$ cat config.mk
export PLATFORM = sky130hd
export DESIGN_NAME = serial_nand_adder_ctrl_flat
export DESIGN_NICKNAME = d
export VERILOG_FILES = /design/src/rtl/serial_nand_adder_ctrl_if.sv /design/src/rtl/serial_nand_adder_ctrl.sv /design/src/flat_wrapper.sv
export SDC_FILE = /design/constraint.sdc
export NUM_CORES = 1
export LEC_CHECK = 0
export ABC_AREA = 1
export ABC_CLOCK_PERIOD_IN_PS = 1700
export CAP_MARGIN = 20
export CORE_ASPECT_RATIO = 1.1
export CORE_MARGIN = 3
export CORE_UTILIZATION = 50
export CTS_CLUSTER_DIAMETER = 150
export DETAILED_ROUTE_END_ITERATION = 12
export PLACE_DENSITY_LB_ADDON = 0.3
export RECOVER_POWER = 50
export SKIP_LAST_GASP = 1
export SLEW_MARGIN = 40
export SYNTH_ARGS = -nofsm -noshare
export SYNTH_HDL_FRONTEND = slang
export SYNTH_HIERARCHICAL = 1
export SYNTH_SLANG_ARGS = --single-unit
$ cat constraint.sdc
create_clock -name clk -period 1.7 [get_ports clk]
set_input_delay 0.34 -clock clk [delete_from_list [all_inputs] [get_ports clk]]
set_output_delay 0.34 -clock clk [all_outputs]
set_load 0.02 [all_outputs]
$ cat src/rtl/serial_nand_adder_ctrl_if.sv
// Handshake bundle for the bit-serial adder controller: operand request side
// and result response side.
interface serial_nand_adder_ctrl_if #(
    parameter int WIDTH = 8
);
    logic             in_valid;
    logic             in_ready;
    logic [WIDTH-1:0] a;
    logic [WIDTH-1:0] b;
    logic             cin;
    logic             out_valid;
    logic             out_ready;
    logic [WIDTH-1:0] sum;
    logic             cout;
    logic             overflow;
    logic             busy;

    modport master (
        output in_valid, a, b, cin, out_ready,
        input  in_ready, out_valid, sum, cout, overflow, busy
    );

    modport slave (
        input  in_valid, a, b, cin, out_ready,
        output in_ready, out_valid, sum, cout, overflow, busy
    );
endinterface

$ cat src/rtl/serial_nand_adder_ctrl.sv
// Bit-serial two's-complement adder: feeds one bit pair per clock (LSB first)
// through a NAND-level full-adder cell and returns sum, carry-out and overflow.
module serial_nand_fa (
    input  logic a,
    input  logic b,
    input  logic c,
    output logic s,
    output logic co
);
    logic n1, n2, n3, x, n4, n5, n6;

    assign n1 = ~(a & b);
    assign n2 = ~(a & n1);
    assign n3 = ~(b & n1);
    assign x  = ~(n2 & n3);
    assign n4 = ~(x & c);
    assign n5 = ~(x & n4);
    assign n6 = ~(c & n4);
    assign s  = ~(n5 & n6);
    assign co = ~(n4 & n1);
endmodule

module serial_nand_adder_ctrl #(
    parameter int WIDTH = 8
) (
    input  logic                   clk,
    input  logic                   rst_n,
    serial_nand_adder_ctrl_if.slave bus
);
    localparam int CW = (WIDTH > 2) ? $clog2(WIDTH) : 1;

    typedef enum logic [1:0] {IDLE, SHIFT, DONE} state_t;

    state_t           state, state_next;
    logic [WIDTH-1:0] a_sh, b_sh, sum_sh;
    logic [WIDTH-1:0] sum_q;
    logic             carry, cout_q, ovf_q;
    logic [CW-1:0]    count;
    logic             load, step, last;
    logic             fa_s, fa_co;

    serial_nand_fa u_fa (
        .a  (a_sh[0]),
        .b  (b_sh[0]),
        .c  (carry),
        .s  (fa_s),
        .co (fa_co)
    );

    always_ff @(posedge clk or negedge rst_n) begin
        if (!rst_n) state <= IDLE;
        else        state <= state_next;
    end

    always_comb begin
        state_next = state;
        load       = 1'b0;
        step       = 1'b0;
        last       = 1'b0;
        case (state)
            IDLE: begin
                if (bus.in_valid) begin
                    load       = 1'b1;
                    state_next = SHIFT;
                end
            end
            SHIFT: begin
                step = 1'b1;
                if (count == CW'(WIDTH - 1)) begin
                    last       = 1'b1;
                    state_next = DONE;
                end
            end
            DONE: begin
                if (bus.out_ready) state_next = IDLE;
            end
            default: state_next = IDLE;
        endcase
    end

    always_ff @(posedge clk or negedge rst_n) begin
        if (!rst_n) begin
            a_sh   <= '0;
            b_sh   <= '0;
            sum_sh <= '0;
            carry  <= 1'b0;
            count  <= '0;
            sum_q  <= '0;
            cout_q <= 1'b0;
            ovf_q  <= 1'b0;
        end else if (load) begin
            a_sh  <= bus.a;
            b_sh  <= bus.b;
            carry <= bus.cin;
            count <= '0;
        end else if (step) begin
            a_sh   <= {1'b0, a_sh[WIDTH-1:1]};
            b_sh   <= {1'b0, b_sh[WIDTH-1:1]};
            sum_sh <= {fa_s, sum_sh[WIDTH-1:1]};
            carry  <= fa_co;
            count  <= count + CW'(1);
            // carry still holds the carry into the MSB on the final bit
            if (last) begin
                sum_q  <= {fa_s, sum_sh[WIDTH-1:1]};
                cout_q <= fa_co;
                ovf_q  <= carry ^ fa_co;
            end
        end
    end

    assign bus.in_ready  = (state == IDLE);
    assign bus.out_valid = (state == DONE);
    assign bus.busy      = (state != IDLE);
    assign bus.sum       = sum_q;
    assign bus.cout      = cout_q;
    assign bus.overflow  = ovf_q;
endmodule

$ cat src/flat_wrapper.sv
// flat-port wrapper written by rule: the top's interface ports become plain ports
module serial_nand_adder_ctrl_flat 
#(
    parameter int WIDTH = 8
)
  (clk, rst_n, bus_in_valid, bus_a, bus_b, bus_cin, bus_out_ready, bus_in_ready, bus_out_valid, bus_sum, bus_cout, bus_overflow, bus_busy);
  serial_nand_adder_ctrl_if #(.WIDTH(WIDTH)) bus_i ();
  input  logic clk;
  input  logic rst_n;
  input wire logic [$bits(bus_i.in_valid)-1:0] bus_in_valid;
  input wire logic [$bits(bus_i.a)-1:0] bus_a;
  input wire logic [$bits(bus_i.b)-1:0] bus_b;
  input wire logic [$bits(bus_i.cin)-1:0] bus_cin;
  input wire logic [$bits(bus_i.out_ready)-1:0] bus_out_ready;
  output wire logic [$bits(bus_i.in_ready)-1:0] bus_in_ready;
  output wire logic [$bits(bus_i.out_valid)-1:0] bus_out_valid;
  output wire logic [$bits(bus_i.sum)-1:0] bus_sum;
  output wire logic [$bits(bus_i.cout)-1:0] bus_cout;
  output wire logic [$bits(bus_i.overflow)-1:0] bus_overflow;
  output wire logic [$bits(bus_i.busy)-1:0] bus_busy;
  assign bus_i.in_valid = bus_in_valid;
  assign bus_i.a = bus_a;
  assign bus_i.b = bus_b;
  assign bus_i.cin = bus_cin;
  assign bus_i.out_ready = bus_out_ready;
  assign bus_in_ready = bus_i.in_ready;
  assign bus_out_valid = bus_i.out_valid;
  assign bus_sum = bus_i.sum;
  assign bus_cout = bus_i.cout;
  assign bus_overflow = bus_i.overflow;
  assign bus_busy = bus_i.busy;
  serial_nand_adder_ctrl #(.WIDTH(WIDTH)) u_core (.clk(clk), .rst_n(rst_n), .bus(bus_i));
endmodule
Word level (Yosys, flattened, before mapping)
Index checks and enable logic that the tools add are counted.
Storage, ports and cells
  bits in registers: 40
  input bits: 21
  output and inout bits: 13
  word-level logic and storage cells: 59
Cells by class
  add/sub/neg operators: 1
  equal/unequal tests: 6
  muxes and demuxes: 17
  bitwise operators: 20
  reductions and logical operators: 6
Operators by type and width (count)
  $mux 8: 4
  $not 1->1: 10
  $and 1x1->1: 9
  $mux 1: 7
  $mux 2: 3
  $mux 3: 2
  $pmux 2 s3: 1
  $reduce_and 3->1: 2
  $ne 2x2->1 const B: 2
  $reduce_bool 2->1: 2
  $add 3x1->3 const B: 1
  $eq 3x3->1 const B: 1
  $eq 2x1->1 const B: 1
  $eq 2x2->1 const B: 1
  $logic_not 2->1: 1
  $ne 2x1->1 const B: 1
  $reduce_and 2->1: 1
  $xor 1x1->1: 1

Logic depth before layout (Yosys ltp)
Gate-level depths: netlist (run 1).
  depth in word-level cells: 12
  mapped depth: 6
  mapped depth without buffers: 6

Cells and area by module
Netlist (run 1), hierarchy kept.
Modules (own cells, without submodules)
  serial_nand_adder_ctrl: times used 1, cells each 190, area an instance 1651.6 µm², sequential area each 975.9 µm²
  serial_nand_fa: times used 1, cells each 1, area an instance 20.0 µm², sequential area each 0.0 µm²

Worst setup path before layout (run 1)
No wires, ideal clock.
  path kind: reg-to-output
  start point: reg u_core.state[0]
  end point: out bus_busy
  data arrival time: 0.925 ns
  data required time: 1.360 ns
  path slack: 0.435 ns
  stages on the path, launching flop included: 4
  buffers on the path: 1
  cell sequence: dfrtp_1 > nor2_1 > buf_2 > inv_1
Between the ends
  longest elaborated chain between the ends: 1
Ends and longest elaborated chain
  start: declaration: line serial_nand_adder_ctrl.sv:34  | state_t state, state_next;
  start signal: assignment: line serial_nand_adder_ctrl.sv:52  | else state <= state_next;
  $reduce_bool 2->1: line serial_nand_adder_ctrl.sv:113  | assign bus.busy = (state != IDLE);
  end: declaration: line flat_wrapper.sv:20  | output wire logic [$bits(bus_i.busy)-1:0] bus_busy;
No other way between the ends.

Final worst setup path (run 1)
Ends and elaborated chain as after synthesis.

==> results of run 1 <==
-- stage by stage --
| step | TNS (ns) | hold slack, ns |
|---|---|---|
| 2_1_floorplan | 0 | 0.0444 |
| 3_3_place_gp | 0 | 0.308 |
| 3_5_place_dp | 0 | 0.319 |
| 4_1_cts | 0 | 0.471 |
| 5_1_grt | -0.106 | 0.508 |
| 6_report | 0 | 0.481 |
-- report_power, final --
group	internal, mW	total [mW]	switching, mW
Sequential	1.30	1.51	0.213
Combinational	0.577	1.40	0.826
Clock	0.244	0.530	0.287
-- Yosys cell counts (all sizes together) --
master	instances	share of area
nand2	84	0.19
nor2	6	0.022
inv	8	0.018
o31ai	1	0.0045
ha	2	0.015
o21ai	9	0.027
buf	9	0.031
nand3	32	0.096
dfrtp	39	0.58
fa	1	0.012
-- final cells by class --
class / instances / area [um2] / area share
flip-flops and latches: 39 / 976 / 0.456
clock buffers: 8 / 68.8 / 0.0322
inverters: 8 / 30.0 / 0.0140
repair buffers: 41 / 408 / 0.191
well taps: 34 / 42.5 / 0.0199
multi-input cells: 135 / 613 / 0.287
-- repair_timing --
action	in CTS	in global routing
hold buffers	1	0
endpoints found under the setup margin	3	8
pin swaps	0	0
endpoints found under the hold margin	19	0
gates resized for setup	6	6
-- worst max-delay path: cells and delay by family, from the launching register on --
family,cells,cell delay [ns]
DFF,1,0.41
buffers and inverters,2,0.38
and+or+nand+nor,1,0.20
-- cell families after synthesis --
family / Yosys count
buf+inv: 17
compound gates: 10
flops: 39
fa+ha+maj: 3
simple gates: 122
-- sequential cells by signal, summed over array words and instances (netlist names) --
register             flops
u_core/state             2
u_core/a_sh              8
u_core/carry             1
u_core/b_sh              8
u_core/bus.overflow      1
u_core/count             3
u_core/sum_sh            7
u_core/bus.cout          1
u_core/bus.sum           8
-- layer usage --
layer | global-route usage | part of all wire | vias to the layer above | wire length (um)
met5 | 0 | 0 | - | 0
met4 | 0.0705 | 0.015 | 0 | 51
met3 | 0.0620 | 0.068 | 7 | 228
met2 | 0.312 | 0.50 | 47 | 1670
met1 | 0.218 | 0.42 | 656 | 1390
li1 | - | - | 683 | -
-- how the worst max path moves through the flow --
stage	end	startpoint	slack (ns)
6_report	bus_busy	u_core/state[0]	0.03
5_1_grt	bus_busy	u_core/state[0]	-0.05
4_1_cts	bus_busy	u_core/state[0]	0.005
3_5_place_dp	bus_in_ready	u_core/state[0]	0.06
3_3_place_gp	bus_in_ready	u_core/state[0]	0.09
2_1_floorplan	bus_busy	u_core/state[0]	0.44
==> reports/qor.yml, run 1 <==
sta:
  rsz0062_at_grt: "true"
  slew_violations: 0
  skew_ns: 0.00680
  post-route-period-util: 0.983
  hold_viol: 0
  worstMarginPinSlew_ns: 1.13
  maxSlewHeadroom: 0.247
  period_needed_ns: 1.67
  fmax_ghz: 0.598
  setup_viol: 0
  finalWorstSetupSlack_ns: 0.0288
setup_path:
  r2r_end: "u_core/state[1]"
  reg2reg_from: "u_core/count[0]"
  end_kind: "primary output"
  ff2ff_path_depth: 4
  cp_cell_sequence: "nor2_2 -> inv_1 -> dlygate4sd2_1"
  critical_path.startpoint_type: "flip-flop"
  required_ns: 1.36
  crit_type: "flip-flop to primary output"
  slowest_delay_ns: 0.41
  crit_arrival_ns: 1.33
  crit_fanout: 4
  ff2ff_setup_slack_ns: 0.28
  crit_slowest_cell: "dfrtp_1"
layout:
  final_common_cell: "nand2_1"
  diodes: 0
  final_cell_mix: "nand2_1 (84), dfrtp_1 (39), nand3_1 (32)"
  layout.cells.non_filler: 265
  final_core_util: 0.684
  drive_above_1_share: 0.0823
  fill_cells: 263
  nNetsFinal: 254
  area_growth_syn_to_layout_pct: 27.9
  final_area_um2: 2140
worst_hold_path:
  min_to: "u_core/bus.sum[5]"
  hold_depth: 2
  hold_path.class: "flip-flop to flip-flop"
  worstHoldStart: "u_core/sum_sh[6]"
route:
  avgRoutedWirePerCell_um: 12.6
  postRouteWirelength_um: 3340
  drtAntennaViolNets: 0
  vias_per_cell: 5.26
  route.detailed.drc: 0
  drt_iter0_markers: 52
  vias: 1393
  dr.pass1.iters: 4
synth:
  synth_cells: 191
  yosys_register_bits: 39
  ys_types: 15
  synth_top_family_by_area: "simple AND/OR/NAND/NOR gates"
  synthesis.nets: 215
  yosysSeqAreaShare: 0.584
  yosys.area_share.simple: 0.308
  syn_area_per_cell_um2: 8.75
  netlist_area_um2: 1670
  synthAdderAreaFrac: 0.0269
  synthMuxAreaShare: 0
  ys_warn_count: 6
  synth_compound_area_frac: 0.0314
  synth_xor_area_frac: 0
place:
  dpl.hpwl_um: 2390
  post-place-cells: 256
  place_area_um2: 2050
  io_buffers: 33
  gp_congestion: 0.773
  dp_slack_ns: 0.0634
clock_network:
  cts.path.max_buffers: 2
  post_cts_buffers: 0
  path_clk_slew_ns: 0.10
  cts-root-buf: "clkbuf_4"
  cts_tree: "yes"
  htree_levels: 2
  cts-buffers-inserted: 5
  numClockSinks: 39
  clk_latency_ns: 0.34
run:
  drv_cap: 0
floorplan:
  dieArea_um2: 4070
  die_w_um: 61.1
  fp-row-count: 21
  start_util: 0.535
  fp.dieH_um: 66.6
  ios: 34
  coreArea_um2: 3130
grt:
  grt_pass1_vias: 1344
  gr-total-overflow: 0
  grtUsageTotal: 0.187
  grt_pass1_wl_um: 5600
  antenna_found_initial: 0
  grt_max_degree: 25
pwr:
  peakVddDrop_v: 0.000722
  power_density_nw_per_um2: 1610
  power_mw: 3.44
  leakagePower_nw: 1.13
outcome:
  status: "finished, final reports clean"
Power figures use the tool's default switching activity.
==> run 2, diff against run 1 <==
--- a/config.mk
+++ b/config.mk
@@ -8,7 +8,6 @@
 export ABC_AREA = 1
 export ABC_CLOCK_PERIOD_IN_PS = 1700
 export CAP_MARGIN = 20
-export CORE_ASPECT_RATIO = 1.1
 export CORE_MARGIN = 3
 export CORE_UTILIZATION = 50
 export CTS_CLUSTER_DIAMETER = 150
==> run 2 against run 1 <==
  * Highest routed layer unchanged
  * Clock power hardly changed
  * Critical endpoint is now bus_overflow
  * Worst setup slack improved by 0.022 ns
  * Total power about the same
  * Cell area hardly changed
==> reports/qor.yml, run 2 (synthesis results as in run 1) <==
setup_path:
  ff2ff_path_depth: 4  # unchanged
  ff2ff_setup_slack_ns: 0.28  # about the same
  critical_path.startpoint_type: "flip-flop"  # unchanged
  r2r_end: "u_core/state[1]"  # unchanged
  crit_cells: 1  # was 3
  cp_cell_sequence: "clkdlybuf4s50_1"  # was nor2_2 -> inv_1 -> dlygate4sd2_1
  crit_fanout: 2  # was 4
  end_kind: "primary output"  # unchanged
  crit_arrival_ns: 1.31  # was 1.33 ns
  crit_family: "buffers and inverters"  # was flip-flops
  required_ns: 1.36  # about the same
  crit_slowest_cell: "clkdlybuf4s50_1"  # was dfrtp_1
  path_buf_inv: 1  # was 2
  reg2reg_from: "u_core/count[0]"  # unchanged
  slowest_delay_ns: 0.60  # was 0.41 ns
  crit_type: "flip-flop to primary output"  # unchanged
layout:
  area_growth_syn_to_layout_pct: 27.8  # was 27.9%
  nNetsFinal: 254  # unchanged
  final_cell_mix: "nand2_1 (84), dfrtp_1 (39), nand3_1 (32)"  # unchanged
  final_common_cell: "nand2_1"  # unchanged
  drive_above_1_share: 0.0823  # unchanged
  layout.cells.non_filler: 275  # was 265
  fill_cells: 263  # unchanged
  diodes: 0  # unchanged
pwr:
  leakagePower_nw: 1.17  # was 1.13 nW
  p_clk_frac: 0.155  # was 0.154
  pwr-share-comb: 0.406  # was 0.407
  pwr-share-seq: 0.440  # was 0.439
  power_density_nw_per_um2: 1610  # about the same
  p_int_mw: 2.11  # was 2.12 mW
  power_mw: 3.44  # about the same
  switching_share: 0.387  # was 0.385
  p_switching_mw: 1.33  # about the same
  peakVddDrop_v: 0.000739  # was 0.000722 V
route:
  drt_iter0_markers: 106  # was 52
  drtAntennaViolNets: 0  # unchanged
  route.detailed.drc: 0  # unchanged
  dr.pass1.iters: 4  # unchanged
  vias_per_cell: 5.05  # was 5.26
  avgRoutedWirePerCell_um: 12.6  # about the same
  postRouteWirelength_um: 3460  # was 3340 um
  vias: 1390  # was 1393
grt:
  grtUsageTotal: 0.199  # was 0.187
  grt_pass1_vias: 1404  # was 1344
  gr-total-overflow: 0  # unchanged
  grt_max_degree: 25  # unchanged
  antenna_found_initial: 0  # unchanged
  grt_pass1_wl_um: 6210  # was 5600 um
floorplan:
  start_util: 0.534  # was 0.535
  coreArea_um2: 3130  # about the same
  die_w_um: 63.8  # was 61.1 um
  fp-row-count: 20  # was 21
  dieArea_um2: 4070  # about the same
  fp.dieH_um: 63.8  # was 66.6 um
  ios: 34  # unchanged
sta:
  rsz0062_at_grt: "true"  # unchanged
  setup_viol: 0  # unchanged
  skew_ns: 0.00958  # was 0.00680 ns
  post-route-period-util: 0.970  # was 0.983
  maxSlewHeadroom: 0.580  # was 0.247
  slew_violations: 0  # unchanged
  worstMarginPinSlew_ns: 0.630  # was 1.13 ns
  hold_viol: 0  # unchanged
  period_needed_ns: 1.65  # was 1.67 ns
  fmax_ghz: 0.606  # was 0.598 GHz
place:
  dpl.hpwl_um: 2540  # was 2390 um
  post-place-cells: 266  # was 256
  gp_congestion: 0.788  # was 0.773
  io_buffers: 33  # unchanged
outcome:
  status: "finished, final reports clean"  # unchanged
clock_network:
  clk_latency_ns: 0.35  # was 0.34 ns
  path_clk_slew_ns: 0.11  # was 0.10 ns
  cts_tree: "yes"  # unchanged
  htree_levels: 2  # unchanged
  cts-buffers-inserted: 5  # unchanged
  cts.path.max_buffers: 2  # unchanged
  cts-root-buf: "clkbuf_4"  # unchanged
  numClockSinks: 39  # unchanged
worst_hold_path:
  hold_path.class: "flip-flop to flip-flop"  # unchanged
  min_to: "u_core/bus.sum[5]"  # unchanged
  worstHoldStart: "u_core/sum_sh[6]"  # unchanged
  hold_depth: 2  # unchanged
run:
  drv_cap: 0  # unchanged
## run 2: cell types whose count changed in the layout (fill, tap and decap cells not counted), sizes merged
cell	delta
clkdlybuf4s15	-1
dlymetal6s2s	+3
clkdlybuf4s50	-3
buf	-1
clkbuf	+2
## run 2: how the worst max path moves through the flow
stage,end,from
detailed placement,bus_in_ready,u_core/state[0]
CTS,bus_busy,u_core/state[1]
global placement,bus_in_ready,u_core/state[1]
global route,bus_busy,u_core/state[0]
finish,bus_overflow,u_core/bus.overflow
floorplan,bus_busy,u_core/state[0]
## run 2: repair_timing
action	CTS	global route
buffers inserted	0	0
gates resized for setup	3	11
endpoints found under the setup margin	3	11
endpoints found under the hold margin	10	0
hold buffers	1	0
pin swaps	0	0
## run 2: cell type report
type	count	area, um2	area share
flip-flops and latches	39	976	0.457
multi-input cells	135	613	0.287
repair buffers	41	394	0.184
clock buffers	8	68.8	0.0322
well taps	44	55.1	0.0258
inverters	8	30.0	0.0141
## run 2: stage by stage
stage	worst slack (ns)	hold WS [ns]	cell area (um2)	TNS (ns)	util
2_1_floorplan	0.435	0.0444	1670	0	-
3_3_place_gp	0.124	0.220	2050	0	0.656
3_5_place_dp	0.104	0.228	2050	0	0.656
4_1_cts	-0.0133	0.373	2130	-0.0197	0.680
5_1_grt	-0.0280	0.517	2140	-0.0532	0.683
6_report	0.0512	0.478	2140	0	0.683
## run 2: power groups by stage
| stage | Combinational, mW | Sequential (mW) | Clock [mW] |
|---|---|---|---|
| finish | 1.40 | 1.51 | 0.533 |
| global route | 1.58 | 1.56 | 0.602 |
| CTS | 1.43 | 1.51 | 0.554 |
| detailed placement | 1.44 | 1.53 | 0 |
| global placement | 1.37 | 1.51 | 0 |
| floorplan | 0.819 | 1.62 | 0 |
## run 2: metal layers
layer | vias to the layer above | wire length [um] | GRT usage
met4 | 0 | 40 | 0.113
met3 | 5 | 179 | 0.0439
met2 | 38 | 1790 | 0.339
met5 | - | 0 | 0
met1 | 658 | 1450 | 0.229
li1 | 689 | - | -
==> run 3, diff against run 2 <==
--- a/config.mk
+++ b/config.mk
@@ -10,7 +10,6 @@
 export CAP_MARGIN = 20
 export CORE_MARGIN = 3
 export CORE_UTILIZATION = 50
-export CTS_CLUSTER_DIAMETER = 150
 export DETAILED_ROUTE_END_ITERATION = 12
 export PLACE_DENSITY_LB_ADDON = 0.3
 export RECOVER_POWER = 50
==> results of run 3 <==
No change in the layout: final DEF, timing and power equal those of run 2.
